`config.mk`:
```
export PLATFORM = sky130hd
export DESIGN_NAME = i2c_9557_master
export DESIGN_NICKNAME = d
export VERILOG_FILES = /design/src/rtl/i2c_9557_pkg.sv /design/src/rtl/i2c_9557_tick.sv /design/src/rtl/i2c_9557_master.sv
export SDC_FILE = /design/constraint.sdc
export NUM_CORES = 1
export LEC_CHECK = 0
export CORE_MARGIN = 2
export CORE_UTILIZATION = 45
export CTS_BUF_LIST = sky130_fd_sc_hd__clkbuf_4
export DETAILED_ROUTE_END_ITERATION = 6
export PLACE_DENSITY = 0.75
export SYNTH_ARGS = -nofsm -noshare
export SYNTH_HDL_FRONTEND = slang
export SYNTH_HIERARCHICAL = 1
export SYNTH_SLANG_ARGS = --single-unit
```
`constraint.sdc`:
```
create_clock -name clk -period 3.55 [get_ports clk]
set_clock_uncertainty 0.2 [all_clocks]
set_input_delay 1.065 -clock clk [delete_from_list [all_inputs] [get_ports clk]]
set_output_delay 1.065 -clock clk [all_outputs]
set_load 0.03 [all_outputs]
```
`src/rtl/i2c_9557_pkg.sv`:
```
// Shared types and constants for the PCA9557 I2C master.
package i2c_9557_pkg;

    // Protocol sequencer states; each non-IDLE state occupies one 4-phase bit slot
    // (byte states occupy eight consecutive slots).
    typedef enum logic [3:0] {
        IDLE,
        START,
        ADDR_W,
        ACK1,
        REG,
        ACK2,
        WDATA,
        ACK3,
        RESTART,
        ADDR_R,
        ACK4,
        RDATA,
        MNACK,
        STOP
    } state_t;

    // Avalon word addresses
    localparam logic [1:0] REG_CMD    = 2'd0;
    localparam logic [1:0] REG_STATUS = 2'd1;
    localparam logic [1:0] REG_RDATA  = 2'd2;
    localparam logic [1:0] REG_CTRL   = 2'd3;

    // STATUS bit positions
    localparam int STAT_BUSY    = 0;
    localparam int STAT_DONE    = 1;
    localparam int STAT_ACK_ERR = 2;

    // CMD field position of the read/write flag
    localparam int CMD_RW_BIT = 10;

    // PCA9557 internal register pointers
    localparam logic [1:0] PCA_INPUT    = 2'd0;
    localparam logic [1:0] PCA_OUTPUT   = 2'd1;
    localparam logic [1:0] PCA_POLARITY = 2'd2;
    localparam logic [1:0] PCA_CONFIG   = 2'd3;

endpackage

```
`src/rtl/i2c_9557_tick.sv`:
```
// Quarter-period tick generator: divides clk by CLK_DIV and counts the four
// phases of an SCL bit slot. Held at zero whenever disabled.
module i2c_9557_tick #(
    parameter int CLK_DIV = 125
) (
    input  logic       clk,
    input  logic       reset_n,
    input  logic       en,
    output logic       tick,
    output logic [1:0] phase
);

    localparam int CW = (CLK_DIV > 2) ? $clog2(CLK_DIV) : 1;
    localparam logic [CW-1:0] TERM = CW'(CLK_DIV - 1);

    logic [CW-1:0] cnt_reg;
    logic [1:0]    phase_reg;

    assign tick  = en && (cnt_reg == TERM);
    assign phase = phase_reg;

    // Divider and phase counter; both restart from zero for every transaction.
    always_ff @(posedge clk or negedge reset_n) begin
        if (!reset_n) begin
            cnt_reg   <= '0;
            phase_reg <= 2'd0;
        end else if (!en) begin
            cnt_reg   <= '0;
            phase_reg <= 2'd0;
        end else if (tick) begin
            cnt_reg   <= '0;
            phase_reg <= phase_reg + 2'd1;
        end else begin
            cnt_reg   <= cnt_reg + 1'b1;
        end
    end

endmodule

```
`src/rtl/i2c_9557_master.sv`:
```
// Avalon-MM controlled I2C master issuing single-register writes and reads to a
// PCA9557. SCL/SDA are open-drain: *_oe=1 pulls the line low.
module i2c_9557_master
    import i2c_9557_pkg::*;
#(
    parameter int         CLK_DIV  = 125,
    parameter logic [6:0] DEV_ADDR = 7'h18
) (
    input  logic        clk,
    input  logic        reset_n,
    input  logic [1:0]  address,
    input  logic        chipselect,
    input  logic        write_n,
    input  logic [15:0] writedata,
    output logic [15:0] readdata,
    output logic        scl_oe,
    output logic        sda_oe,
    input  logic        sda_i,
    output logic        irq
);

    state_t      state_reg, state_next;
    logic [7:0]  shift_reg, shift_next;
    logic [2:0]  bit_cnt_reg, bit_cnt_next;
    logic        scl_oe_reg, sda_oe_reg, scl_next, sda_next;
    logic        busy_reg, done_reg, ack_err_reg, irq_en_reg, irq_reg;
    logic [7:0]  rdata_reg, cmd_wdata_reg;
    logic [1:0]  cmd_ptr_reg;
    logic        cmd_rw_reg;

    logic        tick;
    logic [1:0]  phase;
    logic        wr_en, cmd_accept;
    logic        end_of_slot, sample_pt, low_phase;
    logic        ack_fail, rdata_load, xfer_done;
    logic        unused_wdata;

    assign wr_en       = chipselect && !write_n;
    assign cmd_accept  = wr_en && (address == REG_CMD) && !busy_reg;
    assign end_of_slot = tick && (phase == 2'd3);
    assign sample_pt   = tick && (phase == 2'd2);
    assign low_phase   = (phase == 2'd0) || (phase == 2'd3);
    assign unused_wdata = ^writedata[15:11];

    assign scl_oe = scl_oe_reg;
    assign sda_oe = sda_oe_reg;
    assign irq    = irq_reg;

    i2c_9557_tick #(
        .CLK_DIV (CLK_DIV)
    ) u_tick (
        .clk     (clk),
        .reset_n (reset_n),
        .en      (busy_reg),
        .tick    (tick),
        .phase   (phase)
    );

    // Sequencer state, byte shifter and registered open-drain enables.
    always_ff @(posedge clk or negedge reset_n) begin
        if (!reset_n) begin
            state_reg   <= IDLE;
            shift_reg   <= 8'h00;
            bit_cnt_reg <= 3'd0;
            scl_oe_reg  <= 1'b0;
            sda_oe_reg  <= 1'b0;
        end else begin
            state_reg   <= state_next;
            shift_reg   <= shift_next;
            bit_cnt_reg <= bit_cnt_next;
            scl_oe_reg  <= scl_next;
            sda_oe_reg  <= sda_next;
        end
    end

    // Next-state, shifting and line levels. Transitions happen on the tick that
    // ends phase 3 of a slot; SDA is sampled on the tick that ends phase 2.
    always_comb begin
        state_next   = state_reg;
        shift_next   = shift_reg;
        bit_cnt_next = bit_cnt_reg;
        ack_fail     = 1'b0;
        rdata_load   = 1'b0;
        xfer_done    = 1'b0;
        scl_next     = low_phase;
        sda_next     = 1'b0;

        unique case (state_reg)
            IDLE: begin
                scl_next = 1'b0;
                if (cmd_accept) state_next = START;
            end
            START, RESTART: begin
                // SCL high in phases 1-2 (START keeps it high from phase 0),
                // SDA falls in phase 2 while SCL is still high.
                scl_next = (state_reg == START) ? (phase == 2'd3) : low_phase;
                sda_next = phase[1];
                if (end_of_slot) begin
                    state_next   = (state_reg == START) ? ADDR_W : ADDR_R;
                    shift_next   = {DEV_ADDR, (state_reg == RESTART)};
                    bit_cnt_next = 3'd0;
                end
            end
            ADDR_W, REG, WDATA, ADDR_R: begin
                sda_next = !shift_reg[7];
                if (end_of_slot) begin
                    shift_next   = {shift_reg[6:0], 1'b0};
                    bit_cnt_next = bit_cnt_reg + 3'd1;
                    if (bit_cnt_reg == 3'd7) begin
                        unique case (state_reg)
                            ADDR_W:  state_next = ACK1;
                            REG:     state_next = ACK2;
                            WDATA:   state_next = ACK3;
                            default: state_next = ACK4;
                        endcase
                    end
                end
            end
            ACK1, ACK2, ACK3, ACK4: begin
                // SDA released; a high level at the sample point is a NACK.
                if (sample_pt && sda_i) ack_fail = 1'b1;
                if (end_of_slot) begin
                    if (ack_err_reg) begin
                        state_next = STOP;
                    end else begin
                        unique case (state_reg)
                            ACK1: begin
                                state_next = REG;
                                shift_next = {6'b0, cmd_ptr_reg};
                            end
                            ACK2: begin
                                state_next = cmd_rw_reg ? RESTART : WDATA;
                                shift_next = cmd_wdata_reg;
                            end
                            ACK3:    state_next = STOP;
                            default: state_next = RDATA;
                        endcase
                    end
                end
            end
            RDATA: begin
                if (sample_pt) shift_next = {shift_reg[6:0], sda_i};
                if (end_of_slot) begin
                    bit_cnt_next = bit_cnt_reg + 3'd1;
                    if (bit_cnt_reg == 3'd7) begin
                        state_next = MNACK;
                        rdata_load = 1'b1;
                    end
                end
            end
            MNACK: begin
                if (end_of_slot) state_next = STOP;
            end
            STOP: begin
                // SDA held low until phase 2, then rises while SCL is high.
                scl_next = (phase == 2'd0);
                sda_next = !phase[1];
                if (end_of_slot) begin
                    state_next = IDLE;
                    xfer_done  = 1'b1;
                end
            end
            default: begin
                state_next = IDLE;
                scl_next   = 1'b0;
            end
        endcase
    end

    // CPU-visible registers; completion sets done after a same-cycle clear.
    always_ff @(posedge clk or negedge reset_n) begin
        if (!reset_n) begin
            busy_reg      <= 1'b0;
            done_reg      <= 1'b0;
            ack_err_reg   <= 1'b0;
            rdata_reg     <= 8'h00;
            irq_en_reg    <= 1'b0;
            cmd_wdata_reg <= 8'h00;
            cmd_ptr_reg   <= 2'd0;
            cmd_rw_reg    <= 1'b0;
        end else begin
            if (cmd_accept) begin
                busy_reg      <= 1'b1;
                done_reg      <= 1'b0;
                ack_err_reg   <= 1'b0;
                cmd_wdata_reg <= writedata[7:0];
                cmd_ptr_reg   <= writedata[9:8];
                cmd_rw_reg    <= writedata[CMD_RW_BIT];
            end
            if (wr_en && (address == REG_STATUS) && writedata[STAT_DONE]) done_reg <= 1'b0;
            if (wr_en && (address == REG_CTRL)) irq_en_reg <= writedata[0];
            if (ack_fail) ack_err_reg <= 1'b1;
            if (rdata_load) rdata_reg <= shift_reg;
            if (xfer_done) begin
                busy_reg <= 1'b0;
                done_reg <= 1'b1;
            end
        end
    end

    // Level interrupt, registered.
    always_ff @(posedge clk or negedge reset_n) begin
        if (!reset_n) irq_reg <= 1'b0;
        else          irq_reg <= done_reg & irq_en_reg;
    end

    // Zero-wait-state read mux; unused bits read as zero.
    always_comb begin
        readdata = 16'h0000;
        unique case (address)
            REG_STATUS: begin
                readdata[STAT_BUSY]    = busy_reg;
                readdata[STAT_DONE]    = done_reg;
                readdata[STAT_ACK_ERR] = ack_err_reg;
            end
            REG_RDATA: readdata[7:0] = rdata_reg;
            REG_CTRL:  readdata[0]   = irq_en_reg;
            default:   readdata      = 16'h0000;
        endcase
    end

endmodule

```
* Yosys cells after proc, flatten, opt, wreduce, memory -nomap -nowiden *
Cells that the tools add are included.

storage, ports and cells
  logic and storage cells = 133
  output and inout bits = 19
  input bits = 23
  register bits = 50

cells by class
  mux-type cells = 48
  eq/ne operators = 34
  bitwise gates (word level) = 1
  reduce and logical (&&, ||, !) cells = 31
  add/subtract/negate cells = 3

operators by type and width
  kind                 number
  $mux 4               12
  $mux 8               5
  $pmux 8 s4           1
  $pmux 4 s7           1
  $eq 4x4->1 const B   6
  $pmux 4 s3           2
  $ne 2x2->1 const B   11
  $eq 4x3->1 const B   4
  $pmux 8 s2           1
  $mux 1               14
  $mux 7               2
  $logic_and 1x1->1    10
  $reduce_or 10->1     1
  $pmux 1 s3           3
  $reduce_and 9->1     1
  $eq 2x2->1 const B   4
  $eq 4x2->1 const B   2
  $reduce_or 4->1      2
  $add 7x1->7 const B  1
  $eq 7x7->1 const B   1
  $reduce_and 7->1     1
  $mux 3               2
  $pmux 3 s2           1
  $reduce_bool 2->1    3
  20 further kinds     26

* Logic depth before layout (Yosys ltp) *
  word-level depth = 7
  depth in mapped cells = 10
  mapped depth without buffers = 9

* By module *
Netlist, hierarchy kept.

modules (own cells, without submodules)
  module           cells each  times used  area an instance (um^2)
  i2c_9557_master  247         1           2518.7
  i2c_9557_tick    45          1           447.9

* Worst setup path after synthesis *
No wires, ideal clock.

  path kind = input -> output
  start point = input address[0]
  end point = output readdata[2]
  cell stages on the path = 4
  setup slack = 380 ps
  data required time = 2285 ps
  path buffers = 0
  data arrival time = 1905 ps
  cell sequence = inv_1 > ha_1 > a22oi_1 > nor2b_1

between the ends
  cells in the longest elaborated chain, start to end = 2
  elaborated cells between the ends (all ways) = 3
  those cells by class = eq/ne (2); mux (1)

RTL lines
  element                                   RTL line                source
  start, declared                           i2c_9557_master.sv:11   input logic [1:0] address,
  $eq 2x2->1 or $eq 2x1->1 (tied branches)  i2c_9557_master.sv:210  unique case (address)
  $pmux 2 s2 (*)                            i2c_9557_master.sv:210
  end, declared                             i2c_9557_master.sv:15   output logic [15:0] readdata,

Mark *: on every way between the ends. The rest lies on a longest branch, timed or not.

* Final worst setup path *
  start point = input address[0]
  end point = output readdata[1]

The elaborated chain is that of the path after synthesis.

==> results by stage <==
Outcome:
- The run finished with clean final reports.

GRT:
- The pin count of the biggest net entering global routing is 51.
- The total overflow left after global routing is 0.
- The global-route wire length before repair is 10,700 um.
- The number of global-route vias before repair was 2,310.
- The total global routing track utilization is 18.2%.
- The initial antenna violation count was 0.

Yosys:
- The Yosys step of the flow raised 6 warnings.
- After Yosys synthesis, and, or, nand and nor cells account for 15.3% of the synthesized area.
- The count of flip-flops with a built-in enable after synthesis is 0.
- By area, the combinational part of the netlist is dominated by compound AO/OA/AOI/OAI gates.
- The synthesized design contains 50 register bits.
- For this run, asynchronously set or reset flops after synthesis account for 100%.
- The synthesized-area fraction occupied by xor and xnor cells is 0.886%.
- Averaged over all synthesized cells, the footprint is 10.2 sq um.
- In this run the cell area of the synthesized design comes to 0.00297 sq mm.
- The number of distinct standard cells referenced by the synthesized netlist is 57.
- Sorting the synthesized cells by area gives the leading types as sky130_fd_sc_hd__dfrtp_1 42%, sky130_fd_sc_hd__mux2_2 7.6%, sky130_fd_sc_hd__ha_1 5.1%, sky130_fd_sc_hd__mux2_4 4.0%, sky130_fd_sc_hd__o21ai_0 3.7%.
- Summed over all instances, the cell type with the most area after synthesis is sky130_fd_sc_hd__dfrtp_1.
- In the synthesized netlist the dominant register cell turns out to be sky130_fd_sc_hd__dfrtp_1.
- The complex-gate fraction of the synthesized area is 17.8%.
- Of the total synthesized cell area, the portion taken by full adders, half adders and majority gates is 5.44%.
- The synthesized netlist cell count is 292.
- The mux contribution to synthesized area is 11.6%.
- The share of the synthesized area in the top cell type is 42.2%.
- After synthesis, flip-flops and latches occupy 42.2% of the total area.

Routing:
- The DRC violation count after routing is 0.
- The number of search-and-repair iterations in the first detailed-routing pass is 4.
- The total wire length after detailed routing is 5960 um.
- The starting DRC count in detailed routing is 257.
- The count of antenna-violating nets left after detailed routing is 0.
- The routed layout has 2,318 vias.
- Dividing the detail-routed via count by the number of cells gives 5.80.
- After detailed routing, the average wire length per cell comes to 14.9 um.

Final layout:
- Excluding fillers, the count of instances in the completed layout stands at 400.
- Leaving out fill and tap cells, the most frequent cells in the layout are 50 x sky130_fd_sc_hd__dfrtp_1, 23 x sky130_fd_sc_hd__nor2_1, 22 x sky130_fd_sc_hd__o21ai_0.
- The post-route netlist has 21.4% of its cells at a drive strength greater than 1.
- The number of antenna cells inserted is 0.
- The post-layout net count is 357.
- The library cell used most frequently in the layout, excluding fill and tap cells, is sky130_fd_sc_hd__dfrtp_1.
- The number of fill cells in the layout is 573.
- The post-route cell area is 0.00335 sq mm.
- The area added between synthesis and finish is 12.8%.

Critical path:
- The type of element launching the critical path is a primary input.
- The arrival time of data at the critical path endpoint is 2140 ps.
- The largest fanout on the critical path is 7.
- Data on the critical path is required at its endpoint by 2280 ps.
- The critical path class is primary input to primary output.
- The element type at the critical path end is a primary output.

Clocking:
- The cell sitting at the root of the clock tree is a sky130_fd_sc_hd__clkbuf_4.
- The CTS H-tree depth is 2.
- The number of buffers on the longest clock path is 2.
- The clock-pin slew reported for the worst setup and hold paths after clock tree synthesis is 150 ps.
- TritonCTS created 5 clock buffers.
- The clock tree from TritonCTS is done.
- The source-to-sink clock delay at the later pin of the worst-skew pair is 380 ps.
- The number of setup buffers added after CTS is 0.
- The sink count of the clock tree is 50.
- The post-cts hold buffer count is 0.

Die:
- The die extent in y is 85.2 um.
- The core area is 0.00635 sq mm.
- The floorplan die area is 0.00726 sq mm.
- 42 I/O pins were placed.
- The floorplan has 29 rows.
- The overall die width is 85.2 um.
- The initial standard-cell utilization of the core is 46.7%.

Placed design:
- The count of input and output buffers is 28.
- The placed instance count is 392.
- Detailed placement ended at an HPWL of 4360 um.
- Once placement finished, the instance area stood at 0.00329 sq mm.
- The congestion estimate from routability-driven global placement came to 0.857.

Timing:
- The clock period minus worst slack is 3410 ps.
- Setup violations remaining at the end of the flow were counted as 0.
- Setup repair after global routing left no endpoint under its margin.
- The tightest hold path in the finished design has a slack of 324 ps.
- The worst pin sits at a relative slew slack of 50.6%.
- The max-slew violation total from the final report is 0.
- Derived from the worst setup path, the maximum achievable clock frequency is 0.294 GHz.
- The final setup TNS is 0 ps.
- The final critical path takes up 95.9% of the cycle.
- For the pin with the worst max-slew slack, the measured transition is 741 ps.
- The final hold violation count came to 0.

Pwr:
- The proportion of total power due to net switching is 39.8%.
- Sequential cells burn 47.9% of the power.
- The part of the power in the clock network is 15.4%.
- The static leakage power is 0.00150 uW.
- The switching power total is 734 uW.
- Internal power comes to 1110 uW.
- The share of total power in combinational logic is 36.8%.
- Power spread over the standard cell area amounts to 551 mW/mm^2.
- The total design power is 1840 uW.
- The worst IR drop on VDD is 369 uV.

Job:
- The tool flagged a number of max-cap violations equal to 0.

Worst hold path:
- The worst hold path class is flip-flop to flip-flop.
[power groups by stage]
stage               Combinational, uW  Sequential (uW)  Clock, uW
floorplan                         592              814          0
detailed placement                679              892          0
global route                      751              909        316
CTS                               680              881        293
finish                            677              882        284
global placement                  662              882          0
[area by class of cell]
cell class,instances,area (sq um),share of cell area (%)
sequential,50,1250,37.4
multi-input combinational,214,1560,46.6
timing repair buffer,38,325,9.72
inverter,13,48.8,1.46
tap,77,96.3,2.88
clock inverter,3,28.8,0.860
clock buffer,5,37.5,1.12
[per-stage QoR]
stage / setup slack (ps) / util (%)
6_report: 144 / 52.7
3_5_place_dp: -548 / 51.8
4_1_cts: 133 / 52.7
5_1_grt: 29.5 / 52.7
2_1_floorplan: 380 / -
3_3_place_gp: -512 / 51.8
[critical path: stages]
cell and delay, ps:
sky130_fd_sc_hd__dlygate4sd2_1 250, sky130_fd_sc_hd__inv_1 70, sky130_fd_sc_hd__ha_1 210, sky130_fd_sc_hd__buf_4 160, sky130_fd_sc_hd__a22oi_1 160, sky130_fd_sc_hd__nor2b_1 60, sky130_fd_sc_hd__buf_4 160
[cell usage after synthesis (2+ instances only)]
master,count
sky130_fd_sc_hd__xor2_1,2
sky130_fd_sc_hd__nor2b_1,4
sky130_fd_sc_hd__a31oi_1,4
sky130_fd_sc_hd__nand3_1,7
sky130_fd_sc_hd__nor3b_1,5
sky130_fd_sc_hd__mux2_2,20
sky130_fd_sc_hd__buf_2,8
sky130_fd_sc_hd__nor2_1,23
sky130_fd_sc_hd__clkbuf_1,2
sky130_fd_sc_hd__o211ai_1,3
sky130_fd_sc_hd__a22o_1,2
sky130_fd_sc_hd__nor2_2,2
sky130_fd_sc_hd__a21oi_1,17
sky130_fd_sc_hd__and2_1,8
sky130_fd_sc_hd__buf_4,9
sky130_fd_sc_hd__a22oi_1,11
sky130_fd_sc_hd__a21boi_1,2
sky130_fd_sc_hd__dfrtp_1,50
sky130_fd_sc_hd__o221ai_1,3
sky130_fd_sc_hd__nor3_1,4
sky130_fd_sc_hd__nand2_1,14
sky130_fd_sc_hd__nand2b_1,2
sky130_fd_sc_hd__inv_1,13
sky130_fd_sc_hd__ha_1,12
sky130_fd_sc_hd__nand4_1,2
sky130_fd_sc_hd__o21ai_0,22
sky130_fd_sc_hd__buf_6,3
sky130_fd_sc_hd__or3_1,2
sky130_fd_sc_hd__mux2_4,8
[metal layers]
layer	vias up	share of wire [%]	track usage, %
met5	-	0	0
met4	0	2.3	6.64
met3	13	5.5	3.21
met2	75	47	28.0
met1	1131	45	25.9
li1	1099	-	-
[final timing paths]
kind / start / slack (ps) / end / depth (start not counted)
min: rdata_reg[7] / 320 / rdata_reg[7] / 1
min reg2reg: rdata_reg[7] / 320 / rdata_reg[7] / 1
min in group asynchronous: reset_n / 540 / rdata_reg[6] / 2
max: address[0] / 140 / readdata[1] / 7
max in group asynchronous: reset_n / 2180 / cmd_wdata_reg[1] / 2
max reg2reg: u_tick/cnt_reg[0] / 680 / shift_reg[0] / 10
[cells by family after synthesis]
group,count (synthesis)
buf+inv,35
compound gates,79
flops,50
mux,28
other cells,1
xor+xnor,3
simple gates,83
fa+ha+maj,13
[repair_timing]
item	in CTS	in global routing
resized for setup	7	0
endpoints found under the hold margin	0	0
setup endpoints to repair	8	0
(Power assumes the default switching activity.)
